[src/rtl/line_follow_pkg.sv]
// Shared types, widths and helpers for the line-following steering controller.
package line_follow_pkg;

    typedef enum logic [1:0] {
        IDLE   = 2'd0,
        TRACK  = 2'd1,
        SEARCH = 2'd2,
        STOP   = 2'd3
    } ctrl_state_t;

    localparam int ERR_W = 12;

    function automatic int duty_w(input int period);
        return $clog2(period + 1);
    endfunction

    localparam int DUTY_W = duty_w(1000);

    // Saturate a signed duty request into [0, hi].
    function automatic logic signed [ERR_W:0] clamp_duty(input logic signed [ERR_W:0] v,
                                                         input logic signed [ERR_W:0] hi);
        if (v < 0)
            return '0;
        else if (v > hi)
            return hi;
        else
            return v;
    endfunction

endpackage

[src/rtl/line_follow_ctrl_pwm_gen.sv]
// Dual-channel PWM: free-running period counter, shadow->active duty registers
// updated only at the period boundary, and flopped compare outputs.
module pwm_gen #(
    parameter int PWM_PERIOD = 1000,
    parameter int DW         = 10
) (
    input  logic          clk,
    input  logic          rst,
    input  logic          load,
    input  logic [DW-1:0] shadow_l,
    input  logic [DW-1:0] shadow_r,
    output logic          pwm_left,
    output logic          pwm_right
);

    localparam logic [DW-1:0] PCNT_LAST = DW'(PWM_PERIOD - 1);

    logic [DW-1:0] pcnt;
    logic [DW-1:0] sh_l, sh_r;
    logic [DW-1:0] act_l, act_r;

    always_ff @(posedge clk or posedge rst) begin
        if (rst) begin
            pcnt      <= '0;
            sh_l      <= '0;
            sh_r      <= '0;
            act_l     <= '0;
            act_r     <= '0;
            pwm_left  <= 1'b0;
            pwm_right <= 1'b0;
        end else begin
            if (load) begin
                sh_l <= shadow_l;
                sh_r <= shadow_r;
            end
            // Active duties only change at the wrap so every period is whole.
            if (pcnt == PCNT_LAST) begin
                pcnt  <= '0;
                act_l <= sh_l;
                act_r <= sh_r;
            end else begin
                pcnt <= pcnt + DW'(1);
            end
            pwm_left  <= (pcnt < act_l);
            pwm_right <= (pcnt < act_r);
        end
    end

endmodule

[src/rtl/line_follow_ctrl.sv]
// Proportional steering controller with TRACK/SEARCH/STOP recovery FSM.
// Optional error deadband enabled by defining CTRL_DEADBAND_EN.
module line_follow_ctrl
    import line_follow_pkg::*;
#(
    parameter int IMG_W        = 640,
    parameter int PWM_PERIOD   = 1000,
    parameter int BASE_DUTY    = 600,
    parameter int KP_SHIFT     = 2,
    parameter int SEARCH_DUTY  = 300,
    parameter int LOST_TIMEOUT = 8,
    parameter int DEADBAND     = 8
) (
    input  logic                    clk,
    input  logic                    rst,
    input  logic                    upd,
    input  logic [10:0]             centroid_x,
    input  logic                    line_valid,
    input  logic                    line_lost,
    output logic                    pwm_left,
    output logic                    pwm_right,
    output logic signed [ERR_W-1:0] steer_err,
    output logic [1:0]              ctrl_state
);

    localparam int DW = duty_w(PWM_PERIOD);
    localparam int LW = $clog2(LOST_TIMEOUT + 1);
    localparam logic [LW-1:0] LOST_MAX = LW'(LOST_TIMEOUT);
    localparam logic signed [ERR_W:0] PERIOD_S = (ERR_W+1)'(PWM_PERIOD);
    localparam logic signed [ERR_W:0] BASE_S   = (ERR_W+1)'(BASE_DUTY);

    ctrl_state_t state, state_nxt;
    logic [LW-1:0] lost_cnt, lost_nxt, lost_inc;
    logic [10:0] cx;
    logic signed [ERR_W-1:0] err_new, corr;
    logic signed [ERR_W:0] duty_l_s, duty_r_s;
    logic [DW-1:0] load_l, load_r;
    logic load;

    // Error datapath
    always_comb begin
        cx       = (centroid_x > 11'(IMG_W - 1)) ? 11'(IMG_W - 1) : centroid_x;
        err_new  = $signed({1'b0, cx}) - $signed(ERR_W'(IMG_W / 2));
        corr     = err_new >>> KP_SHIFT;
`ifdef CTRL_DEADBAND_EN
        if ((err_new <= $signed(ERR_W'(DEADBAND))) && (err_new >= -$signed(ERR_W'(DEADBAND))))
            corr = '0;
`endif
        duty_l_s = clamp_duty(BASE_S + {corr[ERR_W-1], corr}, PERIOD_S);
        duty_r_s = clamp_duty(BASE_S - {corr[ERR_W-1], corr}, PERIOD_S);
    end

    assign lost_inc = (lost_cnt == LOST_MAX) ? lost_cnt : lost_cnt + LW'(1);

    always_ff @(posedge clk or posedge rst) begin
        if (rst) begin
            state     <= IDLE;
            lost_cnt  <= '0;
            steer_err <= '0;
        end else begin
            state    <= state_nxt;
            lost_cnt <= lost_nxt;
            if (upd && line_valid)
                steer_err <= err_new;
        end
    end

    always_comb begin
        state_nxt = state;
        lost_nxt  = lost_cnt;
        if (upd) begin
            if (line_valid) begin
                state_nxt = TRACK;
                lost_nxt  = '0;
            end else if (line_lost) begin
                lost_nxt = lost_inc;
                // An idle controller never started tracking, so there is nothing to recover.
                if (state != IDLE)
                    state_nxt = (lost_inc == LOST_MAX) ? STOP : SEARCH;
            end
        end
    end

    always_comb begin
        load   = upd && (line_valid || line_lost);
        load_l = '0;
        load_r = '0;
        case (state_nxt)
            TRACK: begin
                load_l = DW'(duty_l_s);
                load_r = DW'(duty_r_s);
            end
            SEARCH: begin
                if (steer_err < 0)
                    load_r = DW'(SEARCH_DUTY);
                else
                    load_l = DW'(SEARCH_DUTY);
            end
            default: ;
        endcase
    end

    assign ctrl_state = state;

    pwm_gen #(
        .PWM_PERIOD(PWM_PERIOD),
        .DW        (DW)
    ) u_pwm (
        .clk      (clk),
        .rst      (rst),
        .load     (load),
        .shadow_l (load_l),
        .shadow_r (load_r),
        .pwm_left (pwm_left),
        .pwm_right(pwm_right)
    );

endmodule

[config.mk]
export PLATFORM = sky130hd
export DESIGN_NAME = line_follow_ctrl
export DESIGN_NICKNAME = d
export VERILOG_FILES = /design/src/rtl/line_follow_pkg.sv /design/src/rtl/line_follow_ctrl_pwm_gen.sv /design/src/rtl/line_follow_ctrl.sv
export SDC_FILE = /design/constraint.sdc
export NUM_CORES = 1
export LEC_CHECK = 0
export BUFFER_PORTS_ARGS = -buffer_cell sky130_fd_sc_hd__buf_2
export CAP_MARGIN = 20
export CORE_UTILIZATION = 64
export CTS_CLUSTER_SIZE = 24
export DETAILED_ROUTE_END_ITERATION = 7
export GPL_ROUTABILITY_DRIVEN = 0
export PLACE_DENSITY = 0.85
export SLEW_MARGIN = 10
export SYNTH_ARGS = -nofsm -noshare
export SYNTH_HDL_FRONTEND = slang
export SYNTH_HIERARCHICAL = 1
export SYNTH_SLANG_ARGS = --single-unit
export TNS_END_PERCENT = 20
[constraint.sdc]
create_clock -name clk -period 5.7 [get_ports clk]
set_input_delay 0 -clock clk [delete_from_list [all_inputs] [get_ports clk]]
set_output_delay 0 -clock clk [all_outputs]
set_load 0.1 [all_outputs]
==> reports/results.tsv, run 1 <==
stage	metric	value	unit
power	Switching Fraction	30.1	%
critical_path	Worst Path Max Fanout	10	
cells_and_area	fillers	369	
critical_path	CP endpoint kind	flip-flop	
timing	RSZ-0062 raised after global routing	false	
clock_tree	CTS tree	yes	
clock_tree	H-tree depth	3	
synthesis	Syn Area/Cell	10.6	µm²
critical_path	CP startpoint kind	flip-flop	
clock_tree	number of clock sinks	70	
timing	Fin Setup TNS	0	ns
cells_and_area	ratio of cells with drive above 1 in the final layout	24.4	%
power	VDD IR-drop max	0.226	mV
global_routing	gr usage total	28.3	%
timing	final hold violations	0	
timing	period utilization	47.8	%
clock_tree	clock-pin slew on the worst setup and hold paths	0.07	ns
synthesis	sequential share of the synthesized area	45.6	%
die	die height	79.5	µm
clock_tree	clock buffer depth	2	
synthesis	Distinct cells, synth	48	
timing	clock skew	0.00474	ns
timing	Worst slew margin	46.7	%
clock_tree	clock buffer count from CTS	9	
synthesis	Syn Nets	409	
critical_path	critical setup path kind	reg2reg	
timing	max-slew violation count	0	
routing	drt wl/cell	16.8	µm
global_routing	initial antenna violation count	0	
synthesis	ys flop type	dfrtp_1	
routing	DRT iter0 DRCs	142	
global_routing	GRT overflow	0	
power	P_int	0.889	mW
power	Comb power frac	18.8	%
clock_tree	Clock Latency Late Sink	0.33	ns
cells_and_area	most common cell after layout, fill and taps aside	dfrtp_1	
synthesis	synthesized cell area	3840	µm²
status	outcome	completed	
die	area of the die	6310	µm²
timing	crit path time final	2.72	ns
power	Pwr Total	1.27	mW
critical_path	WP data required	5.92	ns
cells_and_area	antenna diode count	0	
die	Die Width	79.5	µm
timing	Max Fclk	367	MHz
power	register share of total power	44.0	%
power	leakage power	2.17	nW
routing	post-route ant nets	0	
routing	vias	2824	
power	Clk pwr share	37.2	%
routing	residual DRC count	0	
cells_and_area	Area Growth Syn to Fin	13.1	%
synthesis	FFs w/ async S/R, synth	100	%
synthesis	flops & latches, synth	70	
timing	Setup Viol. Count Final	0	
power	P_sw	0.382	mW
synthesis	Synth Instances	363	
global_routing	vias in the first global route	2886	
placement	# port buffers	31	
timing	Least-Margin Pin Slew	0.799	ns
cells_and_area	most frequent cells in the layout	70 x dfrtp_1, 31 x buf_2, 31 x mux2_2	
die	# rows	27	
clock_tree	clock root cell	clkbuf_8	
routing	Vias per Instance	5.92	
synthesis	Ys Warns	6	
die	Top Ports	32	
die	Initial Utilization	68.1	%
die	Core ar.	5640	µm²
placement	hpwl dp	5800	µm
global_routing	first-pass GRT wire length	13500	µm
critical_path	Crit path arrival time	2.94	ns
routing	Post-Route WL	8000	µm
job	MaxCap Viol Count	0	
worst_hold_path	Min-Delay Path Class	in2reg	
synthesis	number of synthesized flops with an enable pin	0	
cells_and_area	nets	446	
routing	drt pass-1 iters	4	
global_routing	largest net degree at the start of global routing	53	
power	Pwr Density	293	nW/µm²
==> area by class of cell <==
type / count / area, µm² / share of cell area [%]
well taps: 72 / 90.1 / 2.07
multi-input cells: 253 / 1930 / 44.4
clock buffers: 9 / 124 / 2.85
inverters: 29 / 109 / 2.51
repair buffers: 37 / 225 / 5.19
clock inverters: 7 / 113 / 2.59
flip-flops and latches: 70 / 1750 / 40.3
==> cells by family after synthesis <==
logic type	Yosys count	share of synthesized area (%)
and+or+nand+nor	103	13.8
DFF	70	45.6
AOI/OAI and AO/OA	66	10.6
muxes	42	13.3
buffers and inverters	40	4.14
adders and majority gates	30	9.78
xor gates and xnor gates	12	2.74
==> power by group through the flow <==
stage	combinational [mW]	clock, mW	sequential, mW
after floorplan	0.101	0	0.646
after global placement	0.227	0	0.566
after detailed placement	0.233	0	0.568
after CTS	0.237	0.482	0.559
after global routing	0.256	0.498	0.563
final	0.239	0.474	0.559
==> Yosys cell counts (2+ instances only) <==
master	number	share of area, %
o31ai_1	2	0.39
and3_1	2	0.33
mux2_2	31	9.1
xor2_1	6	1.4
inv_1	29	2.8
a31oi_1	5	0.81
xnor2_1	6	1.4
ha_1	30	9.8
nand2_1	29	2.8
a211oi_1	3	0.59
mux2_4	10	3.9
a41oi_1	2	0.46
dfrtp_1	70	46
a21o_1	5	0.98
nand3_1	5	0.65
clkbuf_1	9	0.88
o21ai_0	23	3.0
nor2_1	23	2.2
nor2b_1	4	0.65
and2_1	5	0.81
or2_2	2	0.33
nor3b_1	2	0.39
nor3_1	10	1.3
or3_1	2	0.33
nand4_1	3	0.49
nand2b_1	7	1.1
a21oi_1	17	2.2
==> worst max-delay path, cell delays in order (launching register included) <==
cell and delay (ns):
dfrtp_1 0.47, inv_1 0.07, ha_1 0.22, a211oi_1 0.24, a21oi_1 0.06, a21oi_1 0.24
a221oi_1 0.12, ha_1 0.41, nand2b_1 0.35, o21ai_0 0.16, mux2_2 0.28
==> path summary, 6_finish.rpt <==
check / startpoint / end / slack, ns / depth (start not counted)
worst max-delay path: lost_cnt[0]$_DFFE_PP0P_ / u_pwm/sh_r[5]$_DFFE_PP0P_ / 2.98 / 10
worst min-delay path: centroid_x[3] / steer_err[3]$_DFFE_PP0P_ / 0.04 / 3
worst max register to register: lost_cnt[0]$_DFFE_PP0P_ / u_pwm/sh_r[5]$_DFFE_PP0P_ / 2.98 / 10
worst min register to register: steer_err[10]$_DFFE_PP0P_ / steer_err[10]$_DFFE_PP0P_ / 0.48 / 1
max in group asynchronous: rst / steer_err[6]$_DFFE_PP0P_ / 4.93 / 3
min in group asynchronous: rst / u_pwm/act_r[4]$_DFFE_PP0N_ / 0.16 / 3
==> registers in the layout, summed over array words and instances (netlist names) <==
signal and count:
u_pwm/pcnt 10, u_pwm/act_r 10, ctrl_state 2, u_pwm/act_l 10, steer_err 12, lost_cnt 4
u_pwm/pwm_right 1, u_pwm/sh_r 10, u_pwm/pwm_left 1, u_pwm/sh_l 10
==> layer usage <==
metal	track usage [%]	vias to the layer above	routed length (µm)
met5	0	-	0
met4	12.4	0	144
met3	4.46	17	324
met2	48.1	74	4080
met1	35.5	1398	3450
li1	-	1335	-
==> stage by stage <==
| step | hold slack [ns] | cells | utilization [%] | worst slack, ns | area (µm²) |
|---|---|---|---|---|---|
| after floorplan | -0.0614 | 363 | - | 3.05 | 3840 |
| after global placement | 0.146 | 455 | 71.5 | 3.17 | 4040 |
| after detailed placement | 0.165 | 455 | 71.5 | 3.03 | 4040 |
| after CTS | 0.0269 | 476 | 76.6 | 2.99 | 4320 |
| after global routing | 0.0414 | 477 | 77.0 | 2.82 | 4340 |
| final | 0.0403 | 477 | 77.0 | 2.98 | 4340 |
==> timing repair <==
| action | in CTS | in global routing |
|---|---|---|
| hold buffers | 5 | 0 |
| resized for setup | 0 | 0 |
| hold endpoints to repair | 74 | 0 |
| buffers inserted | 0 | 0 |
Note: power is estimated with default switching activity, not from simulation.
==> run 2, diff against run 1 <==
Settings changed: CORE_UTILIZATION 64 to 54, PLACE_DENSITY 0.85 to 0.76.
Clock period 5.7 ns to 2.48 ns, I/O delays scaled along.
==> reports/results.tsv, run 2 (same netlist as run 1, synthesis figures left out) <==
stage	metric	value	unit	change
status	outcome	completed		unchanged
clock_tree	H-tree depth	3		unchanged
cells_and_area	max reg flops	12		unchanged
critical_path	worst path bufs/invs	1		unchanged
global_routing	vias in the first global route	2773		was 2886
worst_hold_path	hold wc startpoint	line_lost		was centroid_x[3]
cells_and_area	ratio of cells with drive above 1 in the final layout	28.8	%	was 24.4%
critical_path	Critical Path Start	lost_cnt[0]$_DFFE_PP0P_		unchanged
timing	clock skew	0.00914	ns	was 0.00474 ns
timing	Worst slew margin	46.2	%	was 46.7%
routing	post-route ant nets	0		unchanged
cells_and_area	Final Non-Filler Cells	513		was 477
die	Initial Utilization	56.2	%	was 68.1%
critical_path	critical setup path kind	reg2reg		unchanged
clock_tree	clock root cell	clkbuf_8		unchanged
global_routing	met3 Usage GRT	5.14	%	was 4.46%
placement	# port buffers	31		unchanged
power	VDD IR-drop max	0.488	mV	was 0.226 mV
critical_path	Critical Path Max Stage Delay	0.40	ns	was 0.47 ns
die	# rows	30		was 27
routing	residual DRC count	0		unchanged
critical_path	Max stage delay cell, worst path	dfrtp_1		unchanged
global_routing	initial antenna violation count	0		unchanged
timing	crit path time final	2.36	ns	was 2.72 ns
cells_and_area	Area Growth Syn to Fin	15.6	%	was 13.1%
cells_and_area	most frequent cells in the layout	68 x dfrtp_1, 31 x buf_2, 31 x mux2_2		was 70 x dfrtp_1, 31 x buf_2, 31 x mux2_2
clock_tree	number of clock sinks	70		unchanged
power	Pwr Density	608	nW/µm²	was 293 nW/µm²
placement	worst slack, placed	-0.0544	ns	was 3.03 ns
die	Top Ports	32		unchanged
cells_and_area	nets	458		was 446
global_routing	largest net degree at the start of global routing	53		unchanged
timing	final hold violations	0		unchanged
global_routing	gr usage total	23.3	%	was 28.3%
timing	Final Worst Setup Slack	0.122	ns	was 2.98 ns
placement	Inst Count DP	491		was 455
critical_path	Crit path arrival time	2.59	ns	was 2.94 ns
job	MaxCap Viol Count	0		unchanged
placement	hpwl dp	5670	µm	was 5800 µm
routing	vias	2783		was 2824
routing	Post-Route WL	7910	µm	was 8000 µm
cells_and_area	final core area utilization	65.0	%	was 77.0%
die	area of the die	7450	µm²	was 6310 µm²
clock_tree	Clock Latency Late Sink	0.35	ns	was 0.33 ns
critical_path	R2R Path Start	lost_cnt[0]$_DFFE_PP0P_		unchanged
worst_hold_path	Min-Delay Path Class	in2reg		unchanged
cells_and_area	Top reg by flops	steer_err		unchanged
timing	max-slew violation count	0		unchanged
critical_path	ordered list of cells on the worst path	inv_1, ha_2, and3b_1, nor2_1, a21oi_2, a221o_1, ha_4, nor2b_1, nand4_1, a21oi_1, mux2_2		was inv_1, ha_1, a211oi_1, a21oi_1, a21oi_1, a221oi_1, ha_1, nand2b_1, o21ai_0, mux2_2
global_routing	met2 Use GR	38.4	%	was 48.1%
timing	period utilization	95.1	%	was 47.8%
critical_path	Worst Path Max Fanout	6		was 10
timing	Least-Margin Pin Slew	0.807	ns	was 0.799 ns
critical_path	WP data required	2.71	ns	was 5.92 ns
routing	drt pass-1 iters	5		was 4
critical_path	CP startpoint kind	flip-flop		unchanged
clock_tree	clock buffer count from CTS	9		unchanged
global_routing	met1 usage	30.9	%	was 35.5%
global_routing	first-pass GRT wire length	13300	µm	was 13500 µm
die	die height	86.3	µm	was 79.5 µm
routing	DRT iter0 DRCs	154		was 142
clock_tree	clock buffer depth	2		unchanged
clock_tree	CTS tree	yes		unchanged
die	Die Width	86.3	µm	was 79.5 µm
global_routing	Most Used Layer, Global Route	met2		unchanged
timing	Max Fclk	424	MHz	was 367 MHz
timing	RSZ-0062 raised after global routing	false		unchanged
die	Core ar.	6830	µm²	was 5640 µm²
critical_path	family with the most delay on the worst path	simple AND/OR/NAND/NOR gates		was compound AO/OA/AOI/OAI gates
critical_path	CP endpoint kind	flip-flop		unchanged
power	Pwr Total	2.70	mW	was 1.27 mW
timing	WHS	0.0281	ns	was 0.0403 ns
power	leakage power	2.20	nW	was 2.17 nW
global_routing	GRT overflow	0		unchanged
cells_and_area	antenna diode count	0		unchanged
routing	Vias per Instance	5.42		was 5.92
routing	drt wl/cell	15.4	µm	was 16.8 µm
cells_and_area	most common cell after layout, fill and taps aside	dfrtp_1		unchanged
clock_tree	clock-pin slew on the worst setup and hold paths	0.08	ns	was 0.07 ns
timing	Setup Viol. Count Final	0		unchanged
## run 2: changes by cell type in the layout (fill, tap and decap cells not counted), moves of 2 or more
| cell | change |
|---|---|
| buf_4 | +12 |
| bufinv_16 | -3 |
| clkbuf_1 | +2 |
| dfrtp_1 | -2 |
| dfrtp_2 | +2 |
| ha_1 | -3 |
| ha_2 | +2 |
## run 2: timing repair
action / 4_1_cts / 5_1_grt
gates resized for setup: 1 / 11
pin swaps: 0 / 2
hold buffers: 5 / 0
endpoints found under the setup margin: 3 / 16
buffers inserted: 0 / 1
endpoints found under the hold margin: 74 / 0
## run 2: path summary, 6_finish.rpt
check | endpoint | cells past startpoint | slack [ns]
setup / recovery | u_pwm/sh_l[8]$_DFFE_PP0P_ | 11 | 0.12
hold / removal | lost_cnt[2]$_DFFE_PP0P_ | 3 | 0.03
setup reg to reg | u_pwm/sh_l[8]$_DFFE_PP0P_ | 11 | 0.12
hold reg to reg | steer_err[1]$_DFFE_PP0P_ | 2 | 0.47
max in group asynchronous | u_pwm/sh_l[5]$_DFFE_PP0P_ | 4 | 1.65
min in group asynchronous | lost_cnt[2]$_DFFE_PP0P_ | 3 | 0.33
## run 2: metrics by stage
step                      setup TNS (ns)  cell area (µm²)
after floorplan                        0             3840
after global placement                 0             4160
after detailed placement         -0.0544             4160
after CTS                              0             4380
after global routing                   0             4440
final                                  0             4440
## run 2: tightest hold or removal path, stage by stage
cell and delay [ns]:
buf_2 0.13, a21o_1 0.12, a31oi_1 0.08
## run 2: layout make-up
cell class	instances	area, µm²
inverter	29	109
timing repair buffer	49	307
fill	559	2390
tap	96	120
clock buffer	12	145
clock inverter	4	22.5
multi-input combinational	253	1980
sequential	70	1750
## run 2: power breakdown
group	internal, mW	switching (mW)	leakage [nW]	total (mW)
registers	1.23	0.0569	0.926	1.28
clock network	0.386	0.425	0.0861	0.811
logic	0.195	0.410	1.19	0.604
## run 2: layer usage
| layer | share of wire (%) | wire, µm |
|---|---|---|
| met4 | 1.7 | 133 |
| met1 | 46 | 3670 |
| met3 | 2.9 | 229 |
| met5 | 0 | 0 |
| met2 | 49 | 3870 |
==> run 3, diff against run 2 <==
Settings changed: CORE_UTILIZATION 54 to 60, PLACE_DENSITY 0.76 to 0.8, REMOVE_ABC_BUFFERS set to 1.
Clock period 2.48 ns to 2.7 ns, I/O delays scaled along.
==> reports/results.tsv, run 3 (same netlist as run 1, synthesis figures left out) <==
stage	metric	value	unit	change
timing	Final Worst Setup Slack	0.151	ns	was 0.122 ns
critical_path	Crit path arrival time	2.79	ns	was 2.59 ns
clock_tree	Clock Latency Late Sink	0.35	ns	about the same
power	leakage power	2.16	nW	was 2.20 nW
critical_path	worst path bufs/invs	1		unchanged
die	# rows	28		was 30
timing	clock skew	0.00514	ns	was 0.00914 ns
critical_path	critical setup path kind	reg2reg		unchanged
critical_path	WP data required	2.94	ns	was 2.71 ns
cells_and_area	most common cell after layout, fill and taps aside	dfrtp_1		unchanged
cells_and_area	max reg flops	12		unchanged
clock_tree	CTS tree	yes		unchanged
timing	Worst slew margin	45.7	%	was 46.2%
critical_path	CP endpoint kind	flip-flop		unchanged
routing	Met2 Wirelength	3800	µm	was 3870 µm
clock_tree	clock-pin slew on the worst setup and hold paths	0.07	ns	was 0.08 ns
routing	met1 WL	3580	µm	was 3670 µm
cells_and_area	ratio of cells with drive above 1 in the final layout	25.3	%	was 28.8%
routing	residual DRC count	0		unchanged
routing	Post-Route WL	7840	µm	was 7910 µm
global_routing	gr usage total	26.2	%	was 23.3%
routing	metal3 WL	307	µm	was 229 µm
global_routing	GRT overflow	0		unchanged
placement	# port buffers	31		unchanged
placement	worst slack, placed	0.102	ns	was -0.0544 ns
cells_and_area	nets	448		was 458
global_routing	first-pass GRT wire length	12900	µm	was 13300 µm
critical_path	Max stage delay cell, worst path	dfrtp_2		was dfrtp_1
clock_tree	clock buffer count from CTS	9		unchanged
cells_and_area	Final Non-Filler Cells	482		was 513
cells_and_area	most frequent cells in the layout	69 x dfrtp_1, 31 x buf_2, 31 x mux2_2		was 68 x dfrtp_1, 31 x buf_2, 31 x mux2_2
power	Pwr Total	2.61	mW	was 2.70 mW
routing	vias	2823		was 2783
die	Top Ports	32		unchanged
die	Die Width	82	µm	was 86.3 µm
cells_and_area	FF+latch area	1750	µm²	about the same
timing	crit path time final	2.55	ns	was 2.36 ns
global_routing	vias in the first global route	2644		was 2773
routing	post-route ant nets	0		unchanged
cells_and_area	fillers	429		was 559
power	VDD IR-drop max	0.532	mV	was 0.488 mV
critical_path	Critical Path Max Stage Delay	0.42	ns	was 0.40 ns
placement	hpwl dp	5550	µm	was 5670 µm
routing	highest metal used	met4		unchanged
global_routing	initial antenna violation count	0		unchanged
die	area of the die	6720	µm²	was 7450 µm²
placement	Placement Cell Area	4050	µm²	was 4160 µm²
timing	RSZ-0062 raised after global routing	true		was false
timing	Max Fclk	392	MHz	was 424 MHz
critical_path	ordered list of cells on the worst path	inv_1, ha_1, a211oi_1, a21oi_1, a21oi_1, a221oi_1, ha_1, nand2b_2, o21ai_0, mux2_2		was inv_1, ha_2, and3b_1, nor2_1, a21oi_2, a221o_1, ha_4, nor2b_1, nand4_1, a21oi_1, mux2_2
die	Core ar.	6060	µm²	was 6830 µm²
routing	drt wl/cell	16.3	µm	was 15.4 µm
clock_tree	number of clock sinks	70		unchanged
clock_tree	clock root cell	clkbuf_8		unchanged
timing	Setup Viol. Count Final	0		unchanged
timing	Least-Margin Pin Slew	0.814	ns	was 0.807 ns
routing	drt pass-1 iters	4		was 5
cells_and_area	cell area after layout	4350	µm²	was 4440 µm²
power	Pwr Density	600	nW/µm²	was 608 nW/µm²
routing	DRT iter0 DRCs	169		was 154
cells_and_area	Area Growth Syn to Fin	13.3	%	was 15.6%
placement	Inst Count DP	460		was 491
global_routing	largest net degree at the start of global routing	53		unchanged
timing	period utilization	94.4	%	was 95.1%
clock_tree	H-tree depth	3		unchanged
cells_and_area	area of the multi-input gates	1940	µm²	was 1980 µm²
worst_hold_path	Min-Delay Path Class	in2reg		unchanged
cells_and_area	Top reg by flops	steer_err		unchanged
die	Initial Utilization	63.4	%	was 56.2%
critical_path	CP startpoint kind	flip-flop		unchanged
timing	final hold violations	0		unchanged
critical_path	Worst Path Max Fanout	10		was 6
routing	Vias per Instance	5.86		was 5.42
job	MaxCap Viol Count	0		unchanged
clock_tree	clock buffer depth	2		unchanged
status	outcome	completed		unchanged
cells_and_area	antenna diode count	0		unchanged
die	die height	82	µm	was 86.3 µm
cells_and_area	final core area utilization	71.8	%	was 65.0%
timing	max-slew violation count	0		unchanged
clock_tree	setup bufs post-CTS	0		unchanged
critical_path	family with the most delay on the worst path	compound AO/OA/AOI/OAI gates		was simple AND/OR/NAND/NOR gates
[run 3: final cells by class]
type,instances,area share [%]
sequential,70,40.3
inverter,29,2.50
timing repair buffer,39,5.52
clock buffer,11,3.02
multi-input combinational,253,44.6
tap,75,2.16
clock inverter,5,1.93
[run 3: what timing repair did]
item                                    in CTS  in global routing
endpoints found under the hold margin       74                  0
endpoints found under the setup margin       0                 15
resized for setup                            0                  4
hold buffers                                 5                  0
[run 3: path summary, 6_finish.rpt]
kind,start,endpoint,slack (ns),cells past startpoint
max,lost_cnt[0]$_DFFE_PP0P_,u_pwm/sh_r[2]$_DFFE_PP0P_,0.15,10
min,line_lost,lost_cnt[2]$_DFFE_PP0P_,0.02,3
max reg2reg,lost_cnt[0]$_DFFE_PP0P_,u_pwm/sh_r[2]$_DFFE_PP0P_,0.15,10
min reg2reg,steer_err[0]$_DFFE_PP0P_,steer_err[0]$_DFFE_PP0P_,0.47,2
max in group asynchronous,rst,lost_cnt[0]$_DFFE_PP0P_,1.92,3
min in group asynchronous,rst,u_pwm/pcnt[2]$_DFF_PP0_,0.18,3
[run 3: worst min-delay path: cells and delay by family]
family / cells / cell delay [ns]
AO/OA/AOI/OAI: 2 / 0.20
buffers and inverters: 1 / 0.13
[run 3: metrics by stage]
step	TNS, ns	hold slack (ns)
floorplan	0	-0.0614
global placement	0	0.159
detailed placement	0	0.149
CTS	0	0.00624
global route	-0.167	0.0408
finish	0	0.0230
[run 3: where the power goes]
part | switching, mW | leakage (nW) | internal [mW]
Combinational | 0.359 | 1.14 | 0.148
Clock | 0.402 | 0.0998 | 0.522
Sequential | 0.0550 | 0.927 | 1.13
Total | 0.816 | 2.16 | 1.80
[run 3: metal layers]
metal  GRT usage [%]  up-vias
li1                -     1343
met1            35.1     1391
met2            40.2       75
met3            4.44       14
met4            14.9        0
met5               0        -
